[src/rtl/mbox_pkg.sv]
// Shared types and byte codes for the AHB mailbox monitor.
package mbox_pkg;

    typedef enum logic [2:0] {
        ST_IDLE    = 3'd0,
        ST_RUN     = 3'd1,
        ST_PASS    = 3'd2,
        ST_FAIL    = 3'd3,
        ST_TIMEOUT = 3'd4
    } status_e;

    localparam logic [7:0] CHAR_LO   = 8'h06;
    localparam logic [7:0] CHAR_HI   = 8'h7F;
    localparam logic [7:0] BYTE_PASS = 8'hFF;
    localparam logic [7:0] BYTE_FAIL = 8'h01;

    localparam logic [1:0] HTRANS_NONSEQ = 2'b10;
    localparam logic [1:0] HTRANS_SEQ    = 2'b11;

    function automatic logic is_printable(input logic [7:0] b);
        return (b > CHAR_LO) && (b < CHAR_HI);
    endfunction

    function automatic logic is_terminal(input status_e s);
        return s inside {ST_PASS, ST_FAIL, ST_TIMEOUT};
    endfunction

endpackage

[src/rtl/ahb_mbox_mon_if.sv]
// Snooped AHB write-side signals; the monitor only ever observes them.
interface ahb_mbox_mon_if #(
    parameter int unsigned DW = 64
);
    logic [31:0]   haddr;
    logic [1:0]    htrans;
    logic          hwrite;
    logic [DW-1:0] hwdata;
    logic          hready;

    modport master (output haddr, htrans, hwrite, hwdata, hready);
    modport slave  (input  haddr, htrans, hwrite, hwdata, hready);
endinterface

[src/rtl/mbox_fifo.sv]
// Power-of-two FIFO with registered head (valid/rdata) and same-cycle push+pop when full.
module mbox_fifo #(
    parameter int unsigned WIDTH = 8,
    parameter int unsigned DEPTH = 16
) (
    input  logic             clk,
    input  logic             rst,
    input  logic             push,
    input  logic [WIDTH-1:0] wdata,
    input  logic             pop,
    output logic             full_c,
    output logic             valid,
    output logic [WIDTH-1:0] rdata
);
    localparam int unsigned AW = $clog2(DEPTH);
    localparam int unsigned PW = AW + 1;

    logic [WIDTH-1:0] mem_q [DEPTH];
    logic [WIDTH-1:0] mem_d [DEPTH];
    logic [PW-1:0]    wr_ptr_q, wr_ptr_d, rd_ptr_q, rd_ptr_d;
    logic             valid_q, valid_d;
    logic [WIDTH-1:0] rdata_q, rdata_d;
    logic             push_ok_c, pop_ok_c;

    always_comb begin
        mem_d     = mem_q;
        rdata_d   = rdata_q;
        full_c    = (wr_ptr_q[AW] != rd_ptr_q[AW]) && (wr_ptr_q[AW-1:0] == rd_ptr_q[AW-1:0]);
        pop_ok_c  = pop && valid_q;
        push_ok_c = push && (!full_c || pop_ok_c);
        wr_ptr_d  = wr_ptr_q + PW'(push_ok_c);
        rd_ptr_d  = rd_ptr_q + PW'(pop_ok_c);
        valid_d   = (wr_ptr_d != rd_ptr_d);
        if (push_ok_c) begin
            mem_d[wr_ptr_q[AW-1:0]] = wdata;
        end
        // New head comes straight from wdata when the FIFO was drained this cycle
        if (valid_d) begin
            rdata_d = (push_ok_c && (wr_ptr_q == rd_ptr_d)) ? wdata : mem_q[rd_ptr_d[AW-1:0]];
        end
    end

    always_ff @(posedge clk) begin
        if (rst) begin
            wr_ptr_q <= '0;
            rd_ptr_q <= '0;
            valid_q  <= 1'b0;
            rdata_q  <= '0;
        end else begin
            wr_ptr_q <= wr_ptr_d;
            rd_ptr_q <= rd_ptr_d;
            valid_q  <= valid_d;
            rdata_q  <= rdata_d;
        end
        mem_q <= mem_d;
    end

    assign valid = valid_q;
    assign rdata = rdata_q;

endmodule

[src/rtl/ahb_mbox_mon.sv]
// Snoops AHB writes to a mailbox address, queues printable bytes and tracks PASS/FAIL.
// Define RV_MBOX_WDOG_EN to enable the RUN-state watchdog that ends in TIMEOUT.
module ahb_mbox_mon
    import mbox_pkg::*;
#(
    parameter int unsigned DW         = 64,
    parameter logic [31:0] MBOX_ADDR  = 32'hD058_0000,
    parameter int unsigned FIFO_DEPTH = 16,
    parameter logic [31:0] MAX_CYCLES = 32'h800
) (
    input  logic                 core_clk,
    input  logic                 rst,
    ahb_mbox_mon_if.slave        ahb,
    output logic                 char_valid,
    output logic [7:0]           char_data,
    input  logic                 char_ready,
    output logic [2:0]           status,
    output logic                 done,
    output logic [31:0]          cycle_cnt,
    output logic [15:0]          drop_cnt
);
    localparam int unsigned LANE_BITS    = $clog2(DW / 8);
    localparam logic [31:0] LANE_MASK    = (32'd1 << LANE_BITS) - 32'd1;
    localparam logic [31:0] ADDR_ALIGNED = MBOX_ADDR & ~LANE_MASK;
    localparam int unsigned LANE_SHIFT   = (MBOX_ADDR & LANE_MASK) << 3;
`ifdef RV_MBOX_WDOG_EN
    localparam bit WDOG_EN = 1'b1;
`else
    localparam bit WDOG_EN = 1'b0;
`endif

    status_e     state_q, state_d;
    logic        pend_q, pend_d;
    logic        done_q, done_d;
    logic [31:0] cnt_q, cnt_d;
    logic [15:0] drop_q, drop_d;
    logic        addr_hit_c, data_vld_c, push_c, pop_c, drop_c, wdog_hit_c, fifo_full_c;
    logic [7:0]  wbyte_c;

    always_comb begin
        state_d    = state_q;
        cnt_d      = cnt_q;
        addr_hit_c = ahb.hready && ahb.hwrite && (ahb.htrans inside {HTRANS_NONSEQ, HTRANS_SEQ})
                     && (ahb.haddr == ADDR_ALIGNED);
        wbyte_c    = 8'(ahb.hwdata >> LANE_SHIFT);
        data_vld_c = pend_q && ahb.hready && !is_terminal(state_q);
        push_c     = data_vld_c && is_printable(wbyte_c);
        pop_c      = char_valid && char_ready;
        drop_c     = push_c && fifo_full_c && !pop_c;
        wdog_hit_c = WDOG_EN && (cnt_q == MAX_CYCLES);
        // A stalled data phase stays pending; a new address phase overlaps the current data phase
        pend_d     = ahb.hready ? addr_hit_c : pend_q;
        drop_d     = (drop_c && (drop_q != 16'hFFFF)) ? drop_q + 16'd1 : drop_q;
        case (state_q)
            ST_IDLE: state_d = ST_RUN;
            ST_RUN: begin
                cnt_d = cnt_q + 32'd1;
                if (data_vld_c && (wbyte_c == BYTE_PASS)) begin
                    state_d = ST_PASS;
                end else if (data_vld_c && (wbyte_c == BYTE_FAIL)) begin
                    state_d = ST_FAIL;
                end else if (wdog_hit_c) begin
                    state_d = ST_TIMEOUT;
                end
            end
            default: ;
        endcase
        done_d = is_terminal(state_d);
    end

    always_ff @(posedge core_clk) begin
        if (rst) begin
            state_q <= ST_IDLE;
            pend_q  <= 1'b0;
            done_q  <= 1'b0;
            cnt_q   <= '0;
            drop_q  <= '0;
        end else begin
            state_q <= state_d;
            pend_q  <= pend_d;
            done_q  <= done_d;
            cnt_q   <= cnt_d;
            drop_q  <= drop_d;
        end
    end

    mbox_fifo #(
        .WIDTH (8),
        .DEPTH (FIFO_DEPTH)
    ) u_fifo (
        .clk    (core_clk),
        .rst    (rst),
        .push   (push_c),
        .wdata  (wbyte_c),
        .pop    (char_ready),
        .full_c (fifo_full_c),
        .valid  (char_valid),
        .rdata  (char_data)
    );

    assign status    = state_q;
    assign done      = done_q;
    assign cycle_cnt = cnt_q;
    assign drop_cnt  = drop_q;

endmodule

[src/flat_wrapper.sv]
// flat-port wrapper written by rule: the top's interface ports become plain ports
module ahb_mbox_mon_flat import mbox_pkg::*;
#(
    parameter int unsigned DW         = 64,
    parameter logic [31:0] MBOX_ADDR  = 32'hD058_0000,
    parameter int unsigned FIFO_DEPTH = 16,
    parameter logic [31:0] MAX_CYCLES = 32'h800
)
  (core_clk, rst, char_valid, char_data, char_ready, status, done, cycle_cnt, drop_cnt, ahb_haddr, ahb_htrans, ahb_hwrite, ahb_hwdata, ahb_hready);
  ahb_mbox_mon_if #(.DW(DW)) ahb_i ();
  input  logic core_clk;
  input  logic rst;
  output logic char_valid;
  output logic [7:0] char_data;
  input  logic char_ready;
  output logic [2:0] status;
  output logic done;
  output logic [31:0] cycle_cnt;
  output logic [15:0] drop_cnt;
  input wire logic [$bits(ahb_i.haddr)-1:0] ahb_haddr;
  input wire logic [$bits(ahb_i.htrans)-1:0] ahb_htrans;
  input wire logic [$bits(ahb_i.hwrite)-1:0] ahb_hwrite;
  input wire logic [$bits(ahb_i.hwdata)-1:0] ahb_hwdata;
  input wire logic [$bits(ahb_i.hready)-1:0] ahb_hready;
  assign ahb_i.haddr = ahb_haddr;
  assign ahb_i.htrans = ahb_htrans;
  assign ahb_i.hwrite = ahb_hwrite;
  assign ahb_i.hwdata = ahb_hwdata;
  assign ahb_i.hready = ahb_hready;
  ahb_mbox_mon #(.DW(DW), .MBOX_ADDR(MBOX_ADDR), .FIFO_DEPTH(FIFO_DEPTH), .MAX_CYCLES(MAX_CYCLES)) u_core (.core_clk(core_clk), .rst(rst), .ahb(ahb_i), .char_valid(char_valid), .char_data(char_data), .char_ready(char_ready), .status(status), .done(done), .cycle_cnt(cycle_cnt), .drop_cnt(drop_cnt));
endmodule
[config.mk]
export PLATFORM = sky130hd
export DESIGN_NAME = ahb_mbox_mon_flat
export DESIGN_NICKNAME = d
export VERILOG_FILES = /design/src/rtl/mbox_pkg.sv /design/src/rtl/ahb_mbox_mon_if.sv /design/src/rtl/mbox_fifo.sv /design/src/rtl/ahb_mbox_mon.sv /design/src/flat_wrapper.sv
export SDC_FILE = /design/constraint.sdc
export NUM_CORES = 1
export LEC_CHECK = 0
export ABC_AREA = 1
export CORE_MARGIN = 5
export CORE_UTILIZATION = 54
export DETAILED_ROUTE_END_ITERATION = 6
export MAX_ROUTING_LAYER = met4
export PLACE_DENSITY_LB_ADDON = 0.25
export SLEW_MARGIN = 20
export SYNTH_ARGS = -nofsm -noshare
export SYNTH_HDL_FRONTEND = slang
export SYNTH_HIERARCHICAL = 1
export SYNTH_SLANG_ARGS = --single-unit
[constraint.sdc]
create_clock -name core_clk -period 2.7 [get_ports core_clk]
set_input_delay 0.405 -clock core_clk [delete_from_list [all_inputs] [get_ports core_clk]]
set_output_delay 0.405 -clock core_clk [all_outputs]
set_load 0.05 [all_outputs]
==> flow_summary.ini, run 1 <==
[global_route]
grt_pass1_vias = 8104
grt_overflow_total = 0
antenna_found_initial = 0
grt_max_degree = 49
grt_pass1_wl_mm = 40.3
grt_use_total_pct = 25.5

[cts]
cts_tree = done
clkLatencyLatePin_ns = 0.43
max-clock-path-buffers = 2
cts_hold_buffers = 0
clock-sinks = 200
htree_levels = 4
cts_buffers = 17
post-cts-setup-buffers = 0
root_buffer = clkbuf_16
clk_pin_slew_ns = 0.07

[timing]
finClkSkew_ns = 0.0114
max_freq_mhz = 397
fin_crit_ns = 2.52
min_period_over_period_pct = 93.4
timing.slew.headroom_pct = 64.0
finalHoldViolCount = 0
holdWs_ns = 0.373
drv_slew = 0
setup-violations-final = 0
rsz0062_at_grt = false
worstMarginPinSlew_ns = 0.539

[finish]
multi_input_area_um2 = 3980
layout_commonest_cell = nand2_1
regArea_um2 = 5290
final_cell_count_no_fill = 1582
drive_above_1_share_pct = 10.7
num_antenna_cells = 0
nFillCells = 1411
syn_to_final_growth_pct = 23.8
fin_nets = 1449
layout_common_cells = 396 x nand2_1, 202 x nor2_1, 128 x edfxtp_1, 99 x clkdlybuf4s50_1, 91 x nand3_1

[routing]
drt-initial-drc-count = 719
drcViolationCount = 0
vias = 8432
drt-total-wl_mm = 25.3
first_pass_iters = 5
final_antenna_net_count = 0
via_per_inst = 5.33
wire_per_inst_um = 16.0

[synth]
synth_enable_flop_cells = 128
yosys_register_bits = 200
synth_area_leader_cell = edfxtp_1
synth_nets = 1299
syn_area_um2 = 9720
async_reset_ff_share_pct = 0
yosysUniqueCellTypes = 36
syn_inst = 1190
syn-mean-instance-area_um2 = 8.17
ys.flop_type = edfxtp_1
synth.top_cell.area_share_pct = 39.6
ys_seq_area_share_pct = 54.4
synth_area_leaders = edfxtp_1 40%, nand2_1 15%, dfxtp_1 15%, nor2_1 7.8%, nand3_1 4.7%
yosys_warnings = 6

[floorplanning]
io_pins = 164
rows = 49
dieArea_um2 = 20800
core_um2 = 17800
die_width_um = 144
dieHeight_um = 144
initial_utilization_pct = 54.5

[setup_path]
cp.arrival_ns = 2.89
reg2regPathDepth = 19
worstSetupStartpointType = flip-flop
crit_type = flip-flop to flip-flop
path_max_fanout = 8
required_ns = 3.07
end_kind = flip-flop

[power]
power_density_nw_per_um2 = 483
worst_ir_drop_vdd_mv = 0.425
p_leak_nw = 4.60

[run_status]
status = finished clean

[place]
portBuffers = 106
place.gp.congestion = 0.935
place_inst = 1550
hpwl_mm = 17.6

[hold_path]
hp-class = input port to flip-flop
hold_depth = 1

[run]
max_cap_violations = 0
worst max-delay path, stage by stage (launching register included):
cell and delay [ns]:
dfxtp_1 0.48, nand2_1 0.12, nand2_1 0.10, inv_1 0.06
nor2_1 0.12, nand3_2 0.09, nand2_1 0.08, inv_2 0.04
ha_2 0.19, ha_4 0.27, inv_1 0.04, nand2_1 0.05
nand2_1 0.04, nor2_1 0.07, nand3_1 0.09, nor2_1 0.13
nand3_2 0.12, nor2_4 0.19, nand2_1 0.08, nand2_1 0.08
area by class of cell:
type / count / share of cell area, %
sequential: 200 / 44.0
clock inverter: 15 / 0.957
multi-input combinational: 876 / 33.0
timing repair buffer: 168 / 13.7
tap: 229 / 2.38
inverter: 77 / 2.41
clock buffer: 17 / 3.54
cells by family after synthesis:
family          count (synthesis)  share of synthesized area, %
simple gates                  755                          33.0
flops                         200                          54.4
buf+inv                       114                          4.92
compound gates                103                          5.83
xor+xnor                       12                          1.08
fa+ha+maj                       6                         0.772
where the power goes:
group	internal [W]	switching [W]
clock network	0.00120	0.00115
logic	0.0000905	0.000119
registers	0.00325	0.00000612
total	0.00453	0.00128
metrics by stage:
stage | utilization, % | area, µm² | total power [W] | setup TNS (ns) | worst slack (ns)
floorplan | - | 9720 | 0.00339 | 0 | 0.0774
global placement | 64.2 | 11500 | 0.00353 | -3.15 | -0.364
detailed placement | 64.2 | 11500 | 0.00353 | -4.07 | -0.473
CTS | 67.3 | 12000 | 0.00585 | 0 | 0.00695
global route | 67.4 | 12000 | 0.00601 | 0 | 0.00256
finish | 67.4 | 12000 | 0.00581 | 0 | 0.179
timing repair:
action                                 4_1_cts  5_1_grt
resized for setup                            2        8
endpoints found under the hold margin        0        0
setup endpoints to repair                    8        9
pin swaps                                    1        1
worst paths after layout:
kind	slack, ns	start	endpoint
hold reg to reg	0.45	u_core/u_fifo/rdata[7]$_SDFFE_PP0P_	u_core/u_fifo/rdata[7]$_SDFFE_PP0P_
setup reg to reg	0.18	u_core/u_fifo/wr_ptr_q[3]$_SDFF_PP0_	u_core/u_fifo/rdata[1]$_SDFFE_PP0P_
hold / removal	0.37	ahb_hwdata[2]	u_core/u_fifo/mem_q[90]$_DFFE_PP_
setup / recovery	0.18	u_core/u_fifo/wr_ptr_q[3]$_SDFF_PP0_	u_core/u_fifo/rdata[1]$_SDFFE_PP0P_
metal layers:
metal / wire [µm] / vias up / share of wire [%] / global-route usage, %
li1: - / 4208 / - / -
met1: 10800 / 3907 / 43 / 31.7
met2: 12500 / 275 / 49 / 41.9
met3: 1410 / 42 / 5.6 / 4.56
met4: 669 / 0 / 2.6 / 9.67
met5: 0 / - / 0 / -
flip-flops by register name, indices dropped and copies added, names as in the netlist:
name	count
u_core/status	3
u_core/u_fifo/rd_ptr_q	5
u_core/cycle_cnt	32
u_core/u_fifo/valid	1
u_core/pend_q	1
u_core/drop_cnt	16
u_core/u_fifo/mem_q	128
u_core/u_fifo/rdata	8
u_core/done	1
u_core/u_fifo/wr_ptr_q	5
synth_stat cells, types with 3 or more instances:
cell      count
a21oi_1      31
a21oi_2      10
buf_1         3
buf_2        17
buf_4         3
clkbuf_1     13
clkinv_1      3
dfxtp_1      72
edfxtp_1    128
ha_1          6
inv_1        64
inv_2         9
nand2_1     396
nand2_2       5
nand3_1      91
nand3_2       4
nand3b_1     10
nand4_1      17
nor2_1      203
nor2_2        4
nor2_4        7
nor3_1        3
nor4_1        7
o21a_1        3
o21ai_0      56
xnor2_1       3
xor2_1        9
Power figures use the tool's default switching activity.
==> inputs of run 2 (changes only) <==
- CTS_CLUSTER_DIAMETER: unset -> 50
==> results of run 2 <==
Final layout, timing and power as in run 1 (identical DEF).
